$ cat config.mk
export PLATFORM = sky130hd
export DESIGN_NAME = axi_rd_arbiter
export DESIGN_NICKNAME = d
export VERILOG_FILES = /design/src/rtl/axi_rd_arbiter_pkg.sv /design/src/rtl/axi_rd_arbiter_rd_grant_sel.sv /design/src/rtl/axi_rd_arbiter.sv
export SDC_FILE = /design/constraint.sdc
export NUM_CORES = 1
export LEC_CHECK = 0
export CORE_UTILIZATION = 38
export CTS_CLUSTER_DIAMETER = 150
export CTS_CLUSTER_SIZE = 28
export DETAILED_ROUTE_END_ITERATION = 10
export PLACE_DENSITY_LB_ADDON = 0.05
export SLEW_MARGIN = 20
export SYNTH_ARGS = -nofsm -noshare
export SYNTH_HDL_FRONTEND = slang
export SYNTH_SLANG_ARGS = --single-unit
$ cat constraint.sdc
create_clock -name clk -period 1.8 [get_ports clk]
set_clock_uncertainty 0.1 [all_clocks]
set_input_delay 0.45 -clock clk [delete_from_list [all_inputs] [get_ports clk]]
set_output_delay 0.45 -clock clk [all_outputs]
set_load 0.03 [all_outputs]
$ cat src/rtl/axi_rd_arbiter_pkg.sv
`default_nettype none
// +----------------------------------------------------------------------------+
// | axi_rd_arbiter_pkg : shared cache/AXI read-path types and constants         |
// | Rev 1.0                                                                     |
// +----------------------------------------------------------------------------+
package axi_rd_arbiter_pkg;

  typedef enum logic [1:0] {
    ST_IDLE = 2'd0,
    ST_AR   = 2'd1,
    ST_R    = 2'd2
  } rd_state_e;

  localparam logic [1:0] BURST_FIXED = 2'b00;
  localparam logic [1:0] BURST_INCR  = 2'b01;

  localparam logic [3:0] ARID_I = 4'd0;
  localparam logic [3:0] ARID_D = 4'd1;

  // Cache line bursts always move full 32-bit words.
  localparam logic [2:0] ARSIZE_LINE = 3'b010;

  // Bit positions inside the one-hot grant vector.
  localparam int GNT_I = 0;
  localparam int GNT_D = 1;

endpackage
`default_nettype wire

$ cat src/rtl/axi_rd_arbiter_rd_grant_sel.sv
`default_nettype none
// +----------------------------------------------------------------------------+
// | rd_grant_sel : one-hot grant between I and D read requesters               |
// | Rev 1.0                                                                     |
// +----------------------------------------------------------------------------+
module rd_grant_sel
  import axi_rd_arbiter_pkg::*;
(
  input  logic       i_req,
  input  logic       d_req,
  input  logic       prio_d,
  output logic [1:0] grant
);

  // A lone request always wins; on contention prio_d picks the side.
  always_comb begin
    grant        = 2'b00;
    grant[GNT_D] = d_req & (~i_req | prio_d);
    grant[GNT_I] = i_req & (~d_req | ~prio_d);
  end

endmodule
`default_nettype wire

$ cat src/rtl/axi_rd_arbiter.sv
`default_nettype none
// +----------------------------------------------------------------------------+
// | axi_rd_arbiter : I/D cache read arbiter onto a single AXI AR/R channel      |
// | Optional macro AXI_RD_RR_EN selects round-robin instead of D-first priority |
// | Rev 1.0                                                                     |
// +----------------------------------------------------------------------------+
module axi_rd_arbiter
  import axi_rd_arbiter_pkg::*;
#(
  parameter logic [7:0] I_AXI_LEN = 8'd7,
  parameter logic [7:0] D_AXI_LEN = 8'd3
) (
  input  logic        clk,
  input  logic        reset,
  input  logic        wr_idle,

  input  logic        i_rd_req,
  input  logic [31:0] i_rd_addr,
  input  logic [1:0]  i_rd_size,
  input  logic        i_burst,
  output logic        i_rd_rdy,
  output logic        i_ret_valid,

  input  logic        d_rd_req,
  input  logic [31:0] d_rd_addr,
  input  logic [1:0]  d_rd_size,
  input  logic        d_burst,
  output logic        d_rd_rdy,
  output logic        d_ret_valid,

  output logic [3:0]  arid,
  output logic [31:0] araddr,
  output logic [7:0]  arlen,
  output logic [2:0]  arsize,
  output logic [1:0]  arburst,
  output logic        arvalid,
  input  logic        arready,

  input  logic        rvalid,
  input  logic        rlast,
  output logic        rready
);

  rd_state_e   r_state;
  rd_state_e   w_state_next;
  logic [1:0]  w_grant;
  logic        w_grant_en;
  logic        w_prio_d;

  logic        r_owner_d;
  logic [31:0] r_addr;
  logic [1:0]  r_size;
  logic        r_burst;

`ifdef AXI_RD_RR_EN
  logic r_prio_d;

  // The side just granted loses priority on the next contention.
  always_ff @(posedge clk) begin
    if (reset) begin
      r_prio_d <= 1'b1;
    end else if (w_grant_en) begin
      r_prio_d <= w_grant[GNT_I];
    end
  end

  assign w_prio_d = r_prio_d;
`else
  assign w_prio_d = 1'b1;
`endif

  rd_grant_sel u_grant_sel (
    .i_req  (i_rd_req),
    .d_req  (d_rd_req),
    .prio_d (w_prio_d),
    .grant  (w_grant)
  );

  assign w_grant_en = (r_state == ST_IDLE) & wr_idle & (i_rd_req | d_rd_req);

  always_ff @(posedge clk) begin
    if (reset) begin
      r_state   <= ST_IDLE;
      r_owner_d <= 1'b0;
      r_addr    <= 32'd0;
      r_size    <= 2'd0;
      r_burst   <= 1'b0;
    end else begin
      r_state <= w_state_next;
      if (w_grant_en) begin
        r_owner_d <= w_grant[GNT_D];
        r_addr    <= ({32{w_grant[GNT_D]}} & d_rd_addr) | ({32{w_grant[GNT_I]}} & i_rd_addr);
        r_size    <= ({2{w_grant[GNT_D]}} & d_rd_size) | ({2{w_grant[GNT_I]}} & i_rd_size);
        r_burst   <= (w_grant[GNT_D] & d_burst) | (w_grant[GNT_I] & i_burst);
      end
    end
  end

  always_comb begin
    w_state_next = r_state;
    arvalid      = 1'b0;
    rready       = 1'b0;
    case (r_state)
      ST_IDLE: begin
        if (w_grant_en) w_state_next = ST_AR;
      end
      ST_AR: begin
        arvalid = 1'b1;
        if (arready) w_state_next = ST_R;
      end
      ST_R: begin
        rready = 1'b1;
        if (rvalid && rlast) w_state_next = ST_IDLE;
      end
      default: w_state_next = ST_IDLE;
    endcase
  end

  // AR payload comes only from the latched request so it cannot move while waiting.
  assign arid    = r_owner_d ? ARID_D : ARID_I;
  assign araddr  = r_addr;
  assign arlen   = r_burst ? (r_owner_d ? D_AXI_LEN : I_AXI_LEN) : 8'd0;
  assign arsize  = r_burst ? ARSIZE_LINE : {1'b0, r_size};
  assign arburst = r_burst ? BURST_INCR : BURST_FIXED;

  assign i_rd_rdy    = arvalid & arready & ~r_owner_d;
  assign d_rd_rdy    = arvalid & arready &  r_owner_d;
  assign i_ret_valid = rready & rvalid & ~r_owner_d;
  assign d_ret_valid = rready & rvalid &  r_owner_d;

endmodule
`default_nettype wire

======== Word-level counts from Yosys, hierarchy flattened ========
Cells that the tools add are included.
operators by class
  equality and inequality tests ........... 5
  muxes and demuxes ....................... 11
  bitwise logic cells ..................... 21
  reductions and logical operators ........ 3
operator list
  operator            count
  $and 32x32->32      2
  $or 32x32->32       1
  $and 1x1->1         11
  $mux 2              4
  $mux 3              2
  $ne 2x2->1 const B  3
  $pmux 2 s3          1
  $and 2x2->2         2
  $mux 1              4
  $reduce_and 3->1    1
  $eq 2x1->1 const B  1
  $eq 2x2->1 const B  1
  $logic_not 2->1     1
  $not 1->1           2
  $or 1x1->1          2
  $or 2x2->2          1
  $logic_and 1x1->1   1
storage, ports and cells
  register bits ........................... 38
  bits of input ports ..................... 78
  logic and storage cells ................. 45

======== Longest topological paths before layout ========
  word-level depth ........................ 5
  depth in mapped cells ................... 6
  gate-level depth less buffers ........... 3

======== By module ========
A second synthesis with hierarchy kept.
second synthesis, totals
  cells, all modules ...................... 209
  area, all modules ....................... 2,030.7 um^2
modules (own cells, without submodules)
  module          instances  cells an instance  area each (um^2)  seq. area each (um^2)
  axi_rd_arbiter  1          206                2,011.9           760.7
  rd_grant_sel    1          3                  18.8              0.0

======== Least setup slack after synthesis ========
OpenSTA, ideal clock, no wires.
  path kind ............................... reg-to-output
  start point ............................. reg r_state[0]
  end point ............................... out i_rd_rdy
  arrival time ............................ 1.478 ns
  path slack .............................. -0.228 ns
  stages on the path, launching flop included .. 4
  path buffers ............................ 0
  path through ............................ dfxtp_1 > nor2b_1 > nand2_1 > nor2_1
between the ends
  longest elaborated chain between the ends .. 4
ends and longest elaborated chain
  item                      RTL line               source
  from (decl)               axi_rd_arbiter.sv:44   rd_state_e r_state;
  from (signal assigned)    axi_rd_arbiter.sv:89   r_state <= w_state_next;
  $eq 2x1->1                axi_rd_arbiter.sv:103  case (r_state)
  $mux 1                    axi_rd_arbiter.sv:103
  net arvalid               axi_rd_arbiter.sv:36   output logic arvalid,
  $and 1x1->1 (2 in a row)  axi_rd_arbiter.sv:126  assign i_rd_rdy = arvalid & arready & ~r_owner_d;
  to (decl)                 axi_rd_arbiter.sv:21   output logic i_rd_rdy,
The timed path passes the listed nets, and every way through them passes these cells.

======== Final worst setup path ========
  start point ............................. reg r_burst
  end point ............................... out arsize[1]
between the ends
  longest elaborated chain between the ends .. 1
ends and longest elaborated chain
  item                    RTL line               source
  from (decl)             axi_rd_arbiter.sv:53   logic r_burst;
  from (signal assigned)  axi_rd_arbiter.sv:94   r_burst <= (w_grant[GNT_D] & d_burst) | (w_grant[GNT_I] & i_burst);
  $mux 2                  axi_rd_arbiter.sv:123  assign arsize = r_burst ? ARSIZE_LINE : {1'b0, r_size};
  to (decl)               axi_rd_arbiter.sv:34   output logic [2:0] arsize,
Every way passes these cells.

==> results.py <==
metrics = {
    "global_routing": {
        "grt_first_pass_wirelength_um": 10200,
        "grt_pass1_vias": 2129,
        "antenna_found_initial": 0,
        "grt_usage_pct": 21.0,
        "grt_overflow_total": 0,
        "grt_start_max_net_pins": 29,
    },
    "setup_path": {
        "critical_path_arrival_ns": 1.18,
        "crit_path_start": "r_burst$_SDFFE_PP0P_",
        "r2r_start": "r_state[0]$_SDFFE_PP0P_",
        "cp_slowest_cell": "dfxtp_1",
        "startpoint_type": "flip-flop",
        "cp_cell_sequence": "or2_2 -> clkdlybuf4s15_2",
        "crit_path_max_fanout": 2,
        "critical_path_class": "reg -> out",
        "slowest_delay_ns": 0.31,
        "setup.worst_path.end_class": "output pin",
        "required_ns": 1.25,
    },
    "power": {
        "comb_power_share_pct": 35.6,
        "clock_power_share_pct": 26.7,
        "p_int_mw": 1.71,
        "p_switching_mw": 0.813,
        "pwr-share-seq_pct": 37.8,
        "swShare_pct": 32.2,
        "power.density_nw_per_um2": 709,
        "leakagePower_nw": 1.58,
        "peakVddDrop_mv": 0.389,
    },
    "logic_synthesis": {
        "synth.most_common_cell": "a21oi_1",
        "synth_area_per_cell_um2": 9.17,
        "ys.flop_type": "dfxtp_1",
        "ys_warn_count": 0,
        "synth_edf_count": 0,
        "yosysSeqAreaShare_pct": 34.6,
        "yosys.area.top_type": "dfxtp_1",
        "ys_ff_latch": 38,
        "synth_common_cells": "a21oi_1 (69), dfxtp_1 (38), and3b_1 (33), a211oi_2 (29), buf_4 (14)",
        "syn_inst": 240,
        "async_reset_ff_share_pct": 0,
        "synth_cell_type_count": 26,
        "synth_top_area_share_pct": 34.6,
        "syn_area_um2": 2200,
        "yosys-top-cells-area": "dfxtp_1 (35%), a211oi_2 (16%), a21oi_1 (16%)",
    },
    "drt": {
        "vias": 2169,
        "post_drt_wl_per_cell_um": 14.4,
        "routed_via_density": 5.02,
        "drt_iter0_drc": 38,
        "finalWirelength_um": 6220,
        "drc": 0,
        "firstDrtPassIters": 4,
        "drtAntennaViolNets": 0,
    },
    "final_layout": {
        "antenna_cells": 0,
        "drive_above_1_share_pct": 21.4,
        "nFillCells": 516,
        "stdcell_area_um2": 3560,
        "area_delta_synth_final_pct": 62.0,
        "nets": 437,
        "final_core_util_pct": 64.3,
    },
    "clock_tree": {
        "cts_inserted_buffers": 5,
        "insertion_delay_ns": 0.28,
        "clock_sinks": 38,
        "cts_buffer_depth": 2,
        "hold_buffers": 0,
        "htree_levels": 2,
        "clk_pin_slew_ns": 0.07,
        "cts_tree": "yes",
        "cts_root_buf": "clkbuf_8",
    },
    "die": {
        "num_rows": 27,
        "initial_core_util_pct": 39.7,
        "dieArea_um2": 6100,
        "die_w_um": 78.1,
        "die_y_um": 78.1,
        "pin_count": 133,
        "core_area_um2": 5540,
    },
    "outcome": {
        "outcome": "complete, no violations",
    },
    "timing": {
        "setup_viol": 0,
        "finalCriticalPeriod_ns": 1.73,
        "drv_slew": 0,
        "hold_viol_final": 0,
        "fmax_mhz": 577,
        "finalCritPeriodShare_pct": 96.2,
    },
    "min_path": {
        "hp-start": "r_state[1]$_SDFFE_PP0P_",
        "hp-class": "reg -> reg",
    },
    "placement": {
        "dp_hpwl_um": 4630,
        "placed_area_um2": 3480,
        "numPortBuffers": 122,
        "gp_congestion": 0.709,
    },
    "flow_run": {
        "maxCapViolCount": 0,
    },
}
cell type report:
type / count / area (um2) / share of cell area [%]
Timing Repair Buffer: 142 / 1350 / 38.0
Multi-Input combinational cell: 171 / 1240 / 34.9
Clock buffer: 8 / 110 / 3.09
Sequential cell: 38 / 762 / 21.4
Tap cell: 72 / 90.1 / 2.53
Inverter: 1 / 3.75 / 0.105
path summary, 6_finish.rpt:
check | end | slack, ns | cells past startpoint
worst max-delay path | arsize[1] | 0.07 | 2
worst min-delay path | r_state[0]$_SDFFE_PP0P_ | 0.37 | 1
worst max register to register | araddr[5]$_SDFFE_PP0P_ | 0.44 | 5
worst min register to register | r_state[0]$_SDFFE_PP0P_ | 0.37 | 1
critical path, delay by kind of cell, from the launching register on:
kind | cells | cell delay [ns]
buffers and inverters | 1 | 0.29
and+or+nand+nor | 1 | 0.30
DFF | 1 | 0.31
cells in the final DEF (no fill, tap or decap), types with 2 or more instances in the layout:
cell / count
a211oi_1: 6
buf_6: 3
clkbuf_8: 8
buf_4: 20
and3b_1: 33
a211oi_2: 29
conb_1: 10
dlygate4sd2_1: 38
dfxtp_1: 37
clkdlybuf4s50_1: 73
a22oi_1: 2
nor2b_1: 3
buf_12: 4
nor2_2: 3
a21oi_1: 69
nand2_1: 4
buf_2: 2
power groups by stage:
| stage | Clock (mW) | Combinational (mW) | Sequential, mW |
|---|---|---|---|
| floorplan | 0 | 0.423 | 1.11 |
| global placement | 0 | 0.946 | 0.975 |
| detailed placement | 0 | 0.955 | 0.975 |
| CTS | 0.694 | 0.905 | 0.955 |
| global route | 0.726 | 0.965 | 0.966 |
| finish | 0.674 | 0.898 | 0.955 |
through the flow:
| stage | worst slack (ns) | hold slack, ns | std cells | power [mW] | TNS (ns) |
|---|---|---|---|---|---|
| after floorplan | 0.0670 | 0.377 | 249 | 1.53 | 0 |
| after global placement | -0.123 | 0.400 | 424 | 1.92 | -3.67 |
| after detailed placement | -0.140 | 0.416 | 424 | 1.93 | -3.73 |
| after CTS | 0.00710 | 0.390 | 432 | 2.55 | 0 |
| after global routing | -0.00168 | 0.397 | 432 | 2.66 | -0.00168 |
| final | 0.0675 | 0.374 | 432 | 2.53 | 0 |
routing by layer:
layer  vias to the layer above  share of wire (%)  GRT usage, %
met5                         -                  0             0
met4                         0               0.55          6.67
met3                         2                6.6          4.42
met2                        75                 50          37.5
met1                       994                 43          24.8
li1                       1098                  -             -
state kept, by name (all words and copies together) (netlist names):
name,flops
r_size,2
r_owner_d,1
r_state,2
araddr,32
r_burst,1
kinds of logic after synthesis:
| group | Yosys count | synth area share (%) |
|---|---|---|
| compound gates | 108 | 35.5 |
| buf+inv | 40 | 11.3 |
| flops | 38 | 34.6 |
| mux | 1 | 0.455 |
| other cells | 1 | 0.170 |
| simple gates | 52 | 18.0 |
timing repair:
action                     CTS  global route
gates resized for setup     45             5
hold endpoints to repair     0             0
pin swaps                    1             0
setup endpoints to repair   42             3
buffers inserted             0             0
Power figures use the tool's default switching activity.
